[src/rtl/alu_pkg.sv]
// alu_pkg: shared types and constants for the ALU issue stage.
//   alu_op_e     - 4-bit ALU opcode seen by the downstream ALU
//   OPC_*        - RV32I major opcodes decoded by this stage
//   F7_*         - funct7 values that select the alternate (SUB/SRA) forms
//   alu_ctrl_t   - complete operand/control vector handed to the ALU
//   funct3_to_op - shared funct3 -> opcode map used by OP and OP-IMM
package alu_pkg;

    typedef enum logic [3:0] {
        ALU_ADD  = 4'd0,
        ALU_AND  = 4'd1,
        ALU_OR   = 4'd2,
        ALU_XOR  = 4'd3,
        ALU_SLL  = 4'd4,
        ALU_SRL  = 4'd5,
        ALU_SRA  = 4'd6,
        ALU_SLT  = 4'd7,
        ALU_SLTU = 4'd8
    } alu_op_e;

    localparam logic [6:0] OPC_OP    = 7'b0110011;
    localparam logic [6:0] OPC_OPIMM = 7'b0010011;
    localparam logic [6:0] OPC_LUI   = 7'b0110111;

    localparam logic [6:0] F7_BASE = 7'b0000000;
    localparam logic [6:0] F7_ALT  = 7'b0100000;

    typedef struct packed {
        logic [31:0] x;
        logic [31:0] y;
        logic        nx;
        logic        ix;
        logic        sx;
        logic        ny;
        logic        iy;
        logic        sy;
        alu_op_e     alu_op;
        logic [4:0]  rd;
        logic        illegal;
    } alu_ctrl_t;

    // Shared by OP and OP-IMM; 'alt' only matters for funct3=101 (SRL vs SRA).
    function automatic alu_op_e funct3_to_op(input logic [2:0] funct3, input logic alt);
        alu_op_e op;
        op = ALU_ADD;
        case (funct3)
            3'b000: op = ALU_ADD;
            3'b001: op = ALU_SLL;
            3'b010: op = ALU_SLT;
            3'b011: op = ALU_SLTU;
            3'b100: op = ALU_XOR;
            3'b101: op = alt ? ALU_SRA : ALU_SRL;
            3'b110: op = ALU_OR;
            3'b111: op = ALU_AND;
            default: op = ALU_ADD;
        endcase
        return op;
    endfunction

endpackage

[src/rtl/alu_issue_stage_decode.sv]
// alu_decode: purely combinational RV32I decoder for OP, OP-IMM and LUI.
//   instr    in  32  raw instruction word
//   rs1_data in  32  rs1 register value
//   rs2_data in  32  rs2 register value
//   ctrl     out     decoded alu_ctrl_t (illegal forms zero the operands/controls)
module alu_decode
    import alu_pkg::*;
(
    input  logic [31:0] instr,
    input  logic [31:0] rs1_data,
    input  logic [31:0] rs2_data,
    output alu_ctrl_t   ctrl
);

    logic [6:0] opcode;
    logic [2:0] funct3;
    logic [6:0] funct7;
    logic       bad;

    assign opcode = instr[6:0];
    assign funct3 = instr[14:12];
    assign funct7 = instr[31:25];

    always_comb begin
        // NOTE: every output gets a default before the case so no path can
        // leave a bit unassigned, which is what would otherwise infer a latch.
        ctrl        = '0;
        ctrl.x      = rs1_data;
        ctrl.y      = rs2_data;
        ctrl.rd     = instr[11:7];
        ctrl.alu_op = ALU_ADD;
        bad         = 1'b0;

        case (opcode)
            OPC_OP: begin
                if (funct7 == F7_BASE) begin
                    ctrl.alu_op = funct3_to_op(funct3, 1'b0);
                end else if (funct7 == F7_ALT && funct3 == 3'b000) begin
                    // SUB is ADD with y inverted and incremented (two's complement).
                    ctrl.ny = 1'b1;
                    ctrl.iy = 1'b1;
                end else if (funct7 == F7_ALT && funct3 == 3'b101) begin
                    ctrl.alu_op = ALU_SRA;
                end else begin
                    bad = 1'b1;
                end
            end
            OPC_OPIMM: begin
                if (funct3 == 3'b001 || funct3 == 3'b101) begin
                    // Shift-immediates: 5-bit shamt, upper bits act as funct7.
                    ctrl.y = {27'b0, instr[24:20]};
                    if (funct7 == F7_BASE) begin
                        ctrl.alu_op = funct3_to_op(funct3, 1'b0);
                    end else if (funct7 == F7_ALT && funct3 == 3'b101) begin
                        ctrl.alu_op = ALU_SRA;
                    end else begin
                        bad = 1'b1;
                    end
                end else begin
                    // Raw 12-bit immediate; the ALU sign-extends it via sy.
                    ctrl.y      = {20'b0, instr[31:20]};
                    ctrl.sy     = 1'b1;
                    ctrl.alu_op = funct3_to_op(funct3, 1'b0);
                end
            end
            OPC_LUI: begin
                ctrl.x = 32'b0;
                ctrl.y = {instr[31:12], 12'b0};
            end
            default: bad = 1'b1;
        endcase

        // Illegal instructions still flow through, but as a harmless 0+0.
        if (bad) begin
            ctrl.x       = 32'b0;
            ctrl.y       = 32'b0;
            ctrl.nx      = 1'b0;
            ctrl.ix      = 1'b0;
            ctrl.sx      = 1'b0;
            ctrl.ny      = 1'b0;
            ctrl.iy      = 1'b0;
            ctrl.sy      = 1'b0;
            ctrl.alu_op  = ALU_ADD;
            ctrl.illegal = 1'b1;
        end
    end

endmodule

[src/rtl/alu_issue_stage.sv]
// alu_issue_stage: registered issue stage in front of the ALU with a
// 2-entry skid buffer (main = head entry, skid = second entry).
//   clk, rst_n                 clock, async active-low reset
//   in_valid/in_ready          upstream handshake (in_ready from state only)
//   instr, rs1_data, rs2_data  instruction and operands
//   out_valid/out_ready        downstream handshake
//   x, y, nx..sy, alu_op, rd   decoded ALU vector (head entry)
//   illegal                    head entry was not a supported instruction
module alu_issue_stage
    import alu_pkg::*;
(
    input  logic        clk,
    input  logic        rst_n,
    input  logic        in_valid,
    output logic        in_ready,
    input  logic [31:0] instr,
    input  logic [31:0] rs1_data,
    input  logic [31:0] rs2_data,
    output logic        out_valid,
    input  logic        out_ready,
    output logic [31:0] x,
    output logic [31:0] y,
    output logic        nx,
    output logic        ix,
    output logic        sx,
    output logic        ny,
    output logic        iy,
    output logic        sy,
    output logic [3:0]  alu_op,
    output logic [4:0]  rd,
    output logic        illegal
);

    alu_ctrl_t dec;
    alu_ctrl_t main_q, main_d;
    alu_ctrl_t skid_q, skid_d;
    logic      main_valid_q, main_valid_d;
    logic      skid_valid_q, skid_valid_d;
    logic      accept;
    logic      drain;

    alu_decode u_decode (
        .instr    (instr),
        .rs1_data (rs1_data),
        .rs2_data (rs2_data),
        .ctrl     (dec)
    );

    // The skid slot is the only thing that can block upstream.
    assign in_ready = ~skid_valid_q;
    assign accept   = in_valid & in_ready;
    assign drain    = main_valid_q & out_ready;

    always_comb begin
        main_d       = main_q;
        main_valid_d = main_valid_q;
        skid_d       = skid_q;
        skid_valid_d = skid_valid_q;

        if (drain) begin
            if (skid_valid_q) begin
                // in_ready is low here, so no accept competes with the refill.
                main_d       = skid_q;
                main_valid_d = 1'b1;
                skid_valid_d = 1'b0;
            end else if (accept) begin
                main_d       = dec;
                main_valid_d = 1'b1;
            end else begin
                main_valid_d = 1'b0;
            end
        end else if (accept) begin
            if (!main_valid_q) begin
                main_d       = dec;
                main_valid_d = 1'b1;
            end else begin
                skid_d       = dec;
                skid_valid_d = 1'b1;
            end
        end
    end

    // NOTE: the data registers are reset too, not just the valid bits, because
    // the outputs must read as all-zero straight out of reset.
    always_ff @(posedge clk or negedge rst_n) begin
        if (!rst_n) begin
            main_q       <= '0;
            skid_q       <= '0;
            main_valid_q <= 1'b0;
            skid_valid_q <= 1'b0;
        end else begin
            // NOTE: non-blocking assignments so every flop samples the
            // pre-edge values, independent of statement order.
            main_q       <= main_d;
            skid_q       <= skid_d;
            main_valid_q <= main_valid_d;
            skid_valid_q <= skid_valid_d;
        end
    end

    assign out_valid = main_valid_q;
    assign x         = main_q.x;
    assign y         = main_q.y;
    assign nx        = main_q.nx;
    assign ix        = main_q.ix;
    assign sx        = main_q.sx;
    assign ny        = main_q.ny;
    assign iy        = main_q.iy;
    assign sy        = main_q.sy;
    assign alu_op    = main_q.alu_op;
    assign rd        = main_q.rd;
    assign illegal   = main_q.illegal;

endmodule

[config.mk]
export PLATFORM = sky130hd
export DESIGN_NAME = alu_issue_stage
export DESIGN_NICKNAME = d
export VERILOG_FILES = /design/src/rtl/alu_pkg.sv /design/src/rtl/alu_issue_stage_decode.sv /design/src/rtl/alu_issue_stage.sv
export SDC_FILE = /design/constraint.sdc
export NUM_CORES = 1
export LEC_CHECK = 0
export CAP_MARGIN = 10
export CORE_ASPECT_RATIO = 0.5
export CORE_MARGIN = 10
export CORE_UTILIZATION = 35
export DETAILED_ROUTE_END_ITERATION = 8
export GPL_TIMING_DRIVEN = 0
export SYNTH_ARGS = -nofsm -noshare
export SYNTH_HDL_FRONTEND = slang
export SYNTH_SLANG_ARGS = --single-unit
export TNS_END_PERCENT = 10
[constraint.sdc]
create_clock -name clk -period 2.64 [get_ports clk]
set_input_delay 0.528 -clock clk [delete_from_list [all_inputs] [get_ports clk]]
set_output_delay 0.528 -clock clk [all_outputs]
set_load 0.005 [all_outputs]
## After elaboration in Yosys (flattened, before gate mapping)

Memories as Yosys holds them, arrays and structs flattened.
Cells that the tools add are included.

| cells by class | value |
|---|---|
| reduce and logical (&&, ||, !) cells | 11 |
| equality and inequality tests | 7 |
| bitwise operators | 4 |
| multiplexer cells | 34 |

Operators by type and width:

| cell | number |
|---|---|
| 80-bit 2-to-1 mux | 5 |
| 74-bit 2-to-1 mux | 1 |
| 32-bit case mux with 2 select lines | 1 |
| 32-bit 2-to-1 mux | 1 |
| 7-bit by 6-bit equality test with 1-bit output (second input constant) | 3 |
| 4-bit 2-to-1 mux | 4 |
| 1-bit 2-to-1 mux | 15 |
| 12-bit 2-to-1 mux | 1 |
| 4-bit case mux with 2 select lines | 1 |
| 7-bit by 5-bit equality test with 1-bit output (second input constant) | 1 |
| 7-bit logical NOT | 1 |
| 2-bit 2-to-1 mux | 3 |
| 3-bit AND reduction | 2 |
| 2-bit nonzero test | 3 |
| 3-bit by 1-bit equality test with 1-bit output (second input constant) | 1 |
| 3-bit equality test (second input constant) | 1 |
| 3-bit logical NOT | 1 |
| 3-bit 2-to-1 mux | 1 |
| 1-bit case mux with 3 select lines | 1 |
| 1-bit AND | 2 |
| 1-bit logical AND | 2 |
| 2-bit by 1-bit != test with 1-bit output (second input constant) | 1 |
| 1-bit NOT | 2 |
| 2-bit AND reduction | 1 |
| 1-bit logical OR | 1 |

| word-level totals | value |
|---|---|
| memories kept | 3 |
| register bits | 162 |
| bits in read-only memories | 96 |
| output and inout port bits | 82 |
| logic and storage cells | 83 |

Memories:

| name | words | width | rd ports | clocked after memory_dff | wr ports | line | text |
|---|---|---|---|---|---|---|---|
| (name not given) | 8 | 4 | 1 | 0 | 0 | alu_pkg.sv:46 | `case (funct3)` |
| (name not given) | 8 | 4 | 1 | 0 | 0 | alu_pkg.sv:46 |  |
| (name not given) | 8 | 4 | 1 | 0 | 0 | alu_pkg.sv:46 |  |

## Depth between registers and ports, before layout

Gate-level depths: netlist of run 1.

| depth | value |
|---|---|
| depth after elaboration | 10 |
| mapped depth | 8 |
| depth with buffers taken out | 6 |

## Cells and area by module

From an unflattened synthesis of run 1, not the netlist that was laid out.

| unflattened totals | value |
|---|---|
| cell total of the unflattened synthesis | 928 |
| area total of the unflattened synthesis | 8916.1 µm² |

By module, submodules not included:

| module | sequential area each (µm²) | cells each | area each (µm²) | times used |
|---|---|---|---|---|
| alu_issue_stage | 4053.9 | 731 | 7691.1 | 1 |
| alu_decode | 0.0 | 197 | 1224.9 | 1 |

## Worst setup path after synthesis of run 1

OpenSTA, ideal clock, no wires.

| timing path | value |
|---|---|
| path kind | in2reg |
| start point | in instr[26] |
| end point | reg skid_q[45] in the netlist's numbering |
| buffers on the path | 2 |
| slack | 449 ps |
| library setup time | 92 ps |
| stages | 6 |
| data required time | 2548 ps |
| arrival | 2099 ps |
| path through | or4_1 > buf_2 > o31ai_4 > o221ai_2 > buf_4 > o31ai_2 |

| on the way | value |
|---|---|
| longest elaborated chain between the ends | 7 |

RTL lines:

| element | line | text |
|---|---|---|
| start: declaration | alu_issue_stage.sv:16 | `input logic [31:0] instr,` |
| 7-bit by 6-bit equality test with 1-bit output | alu_issue_stage_decode.sv:38, alu_issue_stage_decode.sv:42, alu_issue_stage_decode.sv:54 |  |
| 1-bit logical AND | alu_issue_stage_decode.sv:42, alu_issue_stage_decode.sv:54 |  |
| 1-bit 2-to-1 mux | alu_issue_stage_decode.sv:42, alu_issue_stage_decode.sv:54 |  |
| 1-bit 2-to-1 mux (on tied branches) | alu_issue_stage_decode.sv:52, alu_issue_stage_decode.sv:38 |  |
| 1-bit 2-to-1 mux (on tied branches) | alu_issue_stage_decode.sv:49, alu_issue_stage_decode.sv:36 |  |
| 1-bit case mux with 3 select lines * | alu_issue_stage_decode.sv:34 | `case (opcode)` |
| 74-bit 2-to-1 mux * | alu_issue_stage_decode.sv:74 | `if (bad) begin` |
| end signal: assignment | alu_issue_stage.sv:95 | `skid_q <= skid_d;` |
| end: declaration | alu_issue_stage.sv:36 | `alu_ctrl_t skid_q, skid_d;` |

Every way passes the cells marked *; elsewhere a longest branch is shown, timed or not.
A chain may end at the register's enable or synchronous reset.

## Worst setup path after layout of run 1

| timing path | value |
|---|---|
| start point | in instr[4] |
| end point | reg main_q, in the netlist y[21] |

| on the way | value |
|---|---|
| longest elaborated chain between the ends | 6 |

RTL lines:

| element | line | text |
|---|---|---|
| 7-bit by 6-bit equality test with 1-bit output or 7-bit by 5-bit equality test with 1-bit output (tied branches) | alu_issue_stage_decode.sv:34 |  |
| 1-bit case mux with 3 select lines or 32-bit case mux with 2 select lines (tied branches) | alu_issue_stage_decode.sv:34 |  |
| 74-bit 2-to-1 mux * | alu_issue_stage_decode.sv:74 |  |
| 80-bit 2-to-1 mux (on tied branches) | alu_issue_stage.sv:73, alu_issue_stage.sv:66 |  |
| 80-bit 2-to-1 mux (on tied branches) | alu_issue_stage.sv:72, alu_issue_stage.sv:61 |  |
| 80-bit 2-to-1 mux * | alu_issue_stage.sv:60 | `if (drain) begin` |
| end signal: assignment | alu_issue_stage.sv:94 | `main_q <= main_d;` |
| end: declaration | alu_issue_stage.sv:35 | `alu_ctrl_t main_q, main_d;` |

Every way passes the cells marked *; elsewhere a longest branch is shown, timed or not. The select of a mux whose other input is x is not followed.

==> results of run 1 <==
==> flip-flops by register name, summed over array words and instances, names as in the netlist, 4 cells and up <==
signal and count:
alu_op 4, y 32, rd 5, skid_q 76, x 32
==> what timing repair did <==
action	in CTS	in global routing
setup endpoints to repair	71	114
gates cloned	0	0
pin swaps	1	1
setup buffers	2	1
hold buffers	0	0
resized for setup	7	23
==> area by class of cell <==
class / instances / area (um^2)
Fill cell: 2026 / 11020
Sequential cell: 154 / 3854
Multi-Input combinational cell: 562 / 3402
Timing Repair Buffer: 181 / 1843
Clock buffer: 20 / 466.7
Tap cell: 300 / 375.4
Buffer: 83 / 362.8
Clock inverter: 12 / 163.9
Inverter: 38 / 142.6
==> how the worst max path moves through the flow <==
stage / startpoint / to / cells after the start
2_1_floorplan: instr[26] / skid_q[45] / 6
3_5_place_dp: instr[13] / x[25] / 8
4_1_cts: instr[13] / x[13] / 9
5_1_grt: instr[4] / y[22] / 7
6_report: instr[4] / y[21] / 7
3_3_place_gp: rst_n / x[8] / 1
==> layer usage <==
metal	share of wire, %	global-route usage [%]	vias to the layer above	wire length (um)
li1	-	-	3433	-
met3	6.0	3.547	36	1658
met1	44	24.62	3681	12180
met4	1.8	5.577	0	489
met5	0	0	-	0
met2	48	31.17	264	13230
==> logic make-up (layout without fill, tap and decap cells) <==
kind of cell,count (synthesis),count (layout),synth area share [%]
other,1,3,0.04869
muxes,2,2,0.2761
DFF,154,154,50.03
buffers and inverters,121,334,6.416
and+or+nand+nor,262,262,14.52
adders and majority gates,5,5,0.8122
AOI/OAI and AO/OA,290,290,27.89
==> worst max-delay path: cells and delay by family <==
family	cells	cell delay, ns
buf+inv	3	1.04
simple gates	2	0.86
compound gates	2	0.42
==> layout by cell type, fill, tap and decap left out, drive strengths merged, types with 2 or more instances in the layout <==
cell           count
a22o               2
dlymetal6s2s       3
and2               2
o21ai             71
clkdlybuf4s50    173
conb               3
clkinv             4
nand3             39
a32o              12
a41oi             12
ha                 5
a21oi             22
nor3b              2
clkbuf            86
a31o               2
nor2b              3
nand4              4
a211oi             4
and3               2
clkinvlp           4
a31oi             18
or2                3
a22oi             55
buf               22
nand3b             2
dfrtp            154
o32ai             21
nor4               2
inv               39
or3b               2
nor3               4
nand2            176
bufinv             3
o31ai             66
nor2              15
nand2b             4
==> power groups by stage <==
stage	logic [uW]	registers, uW	clock network [uW]
2_1_floorplan	141	2420	0
3_3_place_gp	434	2420	0
3_5_place_dp	443	2420	0
4_1_cts	446	2380	2650
5_1_grt	489	2380	2770
6_report	450	2380	2630
==> per-stage QoR <==
stage	worst slack [ns]	area, um^2	cells
2_1_floorplan	0.4488	7710	837
3_3_place_gp	-5.258	9857	1314
3_5_place_dp	-0.6468	9886	1315
4_1_cts	0.007790	10550	1349
5_1_grt	-0.06233	10610	1350
6_report	0.05178	10610	1350
==> Yosys cell counts, types with 2 or more instances <==
library cell	n	share of area (%)
or2_2	3	0.24
buf_1	4	0.19
a22oi_1	54	5.3
o31ai_2	22	3.6
dfrtp_1	154	50
nand4_1	4	0.32
and3_1	2	0.16
a22o_1	2	0.23
a21oi_1	22	1.4
a31oi_1	18	1.5
a211oi_1	2	0.19
buf_6	2	0.29
o32ai_1	21	2.4
clkbuf_1	67	3.3
nor2b_1	3	0.24
nor2_1	15	0.73
nor3_1	4	0.26
nand3b_1	2	0.19
o21ai_0	71	4.6
inv_1	37	1.8
nand3_1	39	2.5
and2_1	2	0.16
nand2_1	176	8.6
nand2b_1	4	0.32
o31ai_1	43	4.2
buf_2	5	0.32
ha_1	5	0.81
nor4_1	2	0.16
or3b_2	2	0.23
a31o_2	2	0.23
a211oi_2	2	0.32
a32o_1	12	1.6
buf_4	5	0.49
a41oi_1	12	1.4
nor3b_1	2	0.19
==> results_dict.tcl, run 1 <==
set metrics [dict create \
    fin_hold_ws_ns 0.06148 \
    hp-class "input pin to asynchronous set/reset pin" \
    netSwitchingFraction_pct 23.86 \
    path_max_fanout 10 \
    wl_per_cell_um 20.41 \
    antenna_found_initial 0 \
    worstRegToRegCells 6 \
    rows 38 \
    worstSkewPairLatency_ns 0.42 \
    start_util_pct 35.60 \
    internal_power_uw 4159 \
    cp_slowest_stage_delay_ns 0.48 \
    slew_violations 0 \
    vdd_ir_drop_max_mv 0.3653 \
    grt_pass1_vias 7610 \
    dieArea_um2 28700 \
    syn_area_um2 7702 \
    final_net_count 1142 \
    max_clock_freq_mhz 386.4 \
    cts_buffers 17 \
    ys_seq_area_share_pct 50.03 \
    place_congestion 0.9220 \
    die_x_um 229.8 \
    drtPass1Iterations 6 \
    status "completed" \
    grt_max_degree 98 \
    track_usage_pct 18.86 \
    clkPwrFrac_pct 48.2 \
    vias 7414 \
    finalSetupViolCount 0 \
    cpMaxStageDelayCell "clkdlybuf4s50_1" \
    cts.sinks 154 \
    num_io_pins 182 \
    core_area_um2 21630 \
    grt_pass1_wl_um 43650 \
    via_per_inst 5.492 \
    dr.first_iter.drc_count 789 \
    syn_area_per_cell_um2 9.224 \
    cts_root_buffer "clkbuf_16" \
    cap_viol_max_count 0 \
    final_core_util_pct 49.05 \
    fin_skew_ns 0.01176 \
    dp_hpwl_um 20120 \
    finalCritPeriodShare_pct 98.04 \
    r2r_start "skid_valid_q" \
    p_total_uw 5462 \
    synth_cell_types 48 \
    yosysWarnings 0 \
    tns_ns 0 \
    period_needed_ns 2.588 \
    hold_viol_final 0 \
    drc 0 \
    p_leak_uw 0.004256 \
    synth_edf_count 0 \
    syn_inst 835 \
    antenna_cells 0 \
    fp.dieH_um 124.9 \
    arrival_ns 2.87 \
    p_sw_uw 1303 \
    cp_data_required_time_ns 2.92 \
    synthToLayoutAreaGrowth_pct 37.75 \
    path_cells "clkdlybuf4s50_1, or3b_2, clkbuf_1, or2_2, a211oi_4, buf_2, o31ai_1" \
    cts.path.max_buffers 2 \
    io_buffers 177 \
    synthArstFlopShare_pct 100.0 \
    synth_ff_type "dfrtp_1" \
    synth_seq_cells 154 \
    crit_type "input pin to flip-flop" \
    drive_gt1_share_pct 9.143 \
    combPwrFrac_pct 8.2 \
    routed_wl_um 27550 \
    p_per_area_nw_per_um2 514.8 \
    grt-ovfl-total 0 \
    worst_setup_path_start_kind "input pin" \
    r2r_end "y[30]" \
    tightest_slew_ns 0.7714 \
    cts_tree "yes" \
    seqPwrFrac_pct 43.5 \
    htreeDepth 4 \
    critPathCaptureType "flip-flop" \
    rsz0062_at_grt "yes" \
    max_slew_margin_pct 48.57 \
    clkTransAtPathRegs_ns 0.07 \
    rrSetupSlack_ns 0.17 \
    ant_nets 0 \
]
Note: power is estimated with default switching activity, not from simulation.
==> run 2, diff against run 1 <==
--- a/config.mk
+++ b/config.mk
@@ -6,11 +6,14 @@
 export NUM_CORES = 1
 export LEC_CHECK = 0
 export CAP_MARGIN = 10
+export CELL_PAD_IN_SITES_DETAIL_PLACEMENT = 0
+export CELL_PAD_IN_SITES_GLOBAL_PLACEMENT = 1
 export CORE_ASPECT_RATIO = 0.5
 export CORE_MARGIN = 10
 export CORE_UTILIZATION = 35
 export DETAILED_ROUTE_END_ITERATION = 8
 export GPL_TIMING_DRIVEN = 0
+export PLACE_DENSITY = 0.84
 export SYNTH_ARGS = -nofsm -noshare
 export SYNTH_HDL_FRONTEND = slang
 export SYNTH_SLANG_ARGS = --single-unit
==> results_dict.tcl, run 2 (synthesis gave the netlist of run 1 again) <==
set metrics [dict create \
    status "completed" \
    final_common_cell "nand2_1" \
    cts.path.max_buffers 2 \
    period_needed_ns 2.628 \
    dr.first_iter.drc_count 926 \
    clkPwrFrac_pct 49.0 \
    drtPass1Iterations 5 \
    combPwrFrac_pct 8.1 \
    arrival_ns 2.95 \
    slew_violations 0 \
    worst_setup_path_start_kind "input pin" \
    start_util_pct 35.60 \
    vdd_ir_drop_max_mv 0.3860 \
    path_max_fanout 10 \
    tns_ns 0 \
    synthToLayoutAreaGrowth_pct 38.04 \
    cp_top_family "buffers and inverters" \
    crit_type "input pin to flip-flop" \
    final_net_count 1142 \
    cts.sinks 154 \
    cts_tree "yes" \
    htreeDepth 4 \
    worst-path-buf-inv 3 \
    via_per_inst 5.551 \
    grt-ovfl-total 0 \
    worstSkewPairLatency_ns 0.42 \
    cp_slowest_stage_delay_ns 0.55 \
    vias 7494 \
    tightest_slew_ns 0.7787 \
    grt_max_degree 97 \
    grt_pass1_wl_um 42420 \
    cpMaxStageDelayCell "clkdlybuf4s50_1" \
    hold_viol_final 0 \
    cp_data_required_time_ns 2.96 \
    p_sw_uw 1334 \
    p_leak_uw 0.004271 \
    wl_per_cell_um 20.18 \
    dieArea_um2 28700 \
    netSwitchingFraction_pct 24.08 \
    antenna_found_initial 0 \
    path_cells "clkdlybuf4s50_1, or4_1, buf_2, o31ai_4, o221ai_4, buf_4, o31ai_1" \
    seqPwrFrac_pct 42.9 \
    place_congestion 0.8963 \
    internal_power_uw 4206 \
    routed_wl_um 27250 \
    hp-class "input pin to asynchronous set/reset pin" \
    dp_hpwl_um 19940 \
    cts_buffers 17 \
    cap_viol_max_count 0 \
    grt_pass1_vias 7451 \
    max_slew_margin_pct 48.08 \
    finalCritPeriodShare_pct 99.55 \
    p_total_uw 5540 \
    critPathCaptureType "flip-flop" \
    fin_skew_ns 0.007499 \
    rsz0062_at_grt "yes" \
    max_clock_freq_mhz 380.5 \
    core_area_um2 21630 \
    fin_hold_ws_ns 0.07789 \
    fp.dieH_um 124.9 \
    antenna_cells 0 \
    largest_reg_flops 76 \
    num_io_pins 182 \
    track_usage_pct 18.28 \
    io_buffers 177 \
    most-common-layout-cells "nand2_1 (176), clkdlybuf4s50_1 (174), dfrtp_1 (154)" \
    top_register "skid_q" \
    finalSetupViolCount 0 \
    clkTransAtPathRegs_ns 0.07 \
    drc 0 \
    cts_root_buffer "clkbuf_16" \
    die_x_um 229.8 \
    p_per_area_nw_per_um2 521.1 \
    ant_nets 0 \
    rows 38 \
    drive_gt1_share_pct 9.143 \
]
==> run 2: cell count changes in the layout (fill, tap and decap cells not counted), sizes merged <==
cell	before	now
inv	39	44
buf	22	18
clkinvlp	4	1
bufinv	3	4
clkbuf	86	87
clkdlybuf4s50	173	174
dlymetal6s2s	3	2
==> run 2: metal layers <==
layer  share of wire (%)  track usage, %  wire length, um  up-vias
met5                   0               0                0        -
met4                 1.9           5.346              518        0
met3                 6.0           3.115             1632       39
met2                  50           31.45            13540      283
met1                  42           23.10            11560     3736
li1                    -               -                -     3436
==> run 2: cell type report <==
type	count	area, um^2
plain buffers	83	369.1
clock buffers	17	425.4
inverters	38	142.6
clock inverters	15	227.7
fillers	2035	11000
multi-input cells	562	3398
flip-flops and latches	154	3854
well taps	300	375.4
repair buffers	181	1841
==> run 2: worst paths after layout <==
check	start	to	slack, ns	cells past startpoint
max in group asynchronous	rst_n	y[9]	1.66	2
hold / removal	rst_n	y[4]	0.08	1
setup / recovery	instr[28]	skid_q[20]	0.01	7
min in group clk	skid_q[2]	skid_q[2]	0.48	2
hold reg to reg	skid_q[2]	skid_q[2]	0.48	2
setup reg to reg	skid_valid_q	y[30]	0.17	8
==> run 2: repair_timing <==
action                     in CTS  in global routing
cloned                          0                  0
hold endpoints to repair        0                  0
resized for setup               5                 20
setup endpoints to repair      77                129
setup buffers                   2                  1
pin swaps                       1                  1
hold buffers                    0                  0
==> run 2: stage by stage <==
stage / setup slack (ns) / cell area (um^2) / util, % / instances
6_report: 0.01191 / 10630 / 49.15 / 1350
2_1_floorplan: 0.4488 / 7710 / - / 837
3_5_place_dp: -0.6561 / 9886 / 45.70 / 1315
4_1_cts: -0.05435 / 10580 / 48.92 / 1349
5_1_grt: -0.05549 / 10630 / 49.15 / 1350
3_3_place_gp: -5.193 / 9857 / 45.56 / 1314
==> run 2: worst register-to-register path: stages (launching register included) <==
cell      delay, ns
dfrtp_1        0.32
clkbuf_1       0.32
mux2i_2        0.37
or2_2          0.16
clkbuf_1       0.33
clkbuf_2       0.34
clkbuf_2       0.33
a22oi_1        0.12
o31ai_1        0.10
==> run 2: power groups by stage <==
| stage | sequential (uW) | clock, uW | combinational (uW) |
|---|---|---|---|
| floorplan | 2420 | 0 | 141 |
| global placement | 2420 | 0 | 428 |
| detailed placement | 2420 | 0 | 438 |
| CTS | 2380 | 2740 | 442 |
| global route | 2380 | 2850 | 483 |
| finish | 2380 | 2720 | 448 |
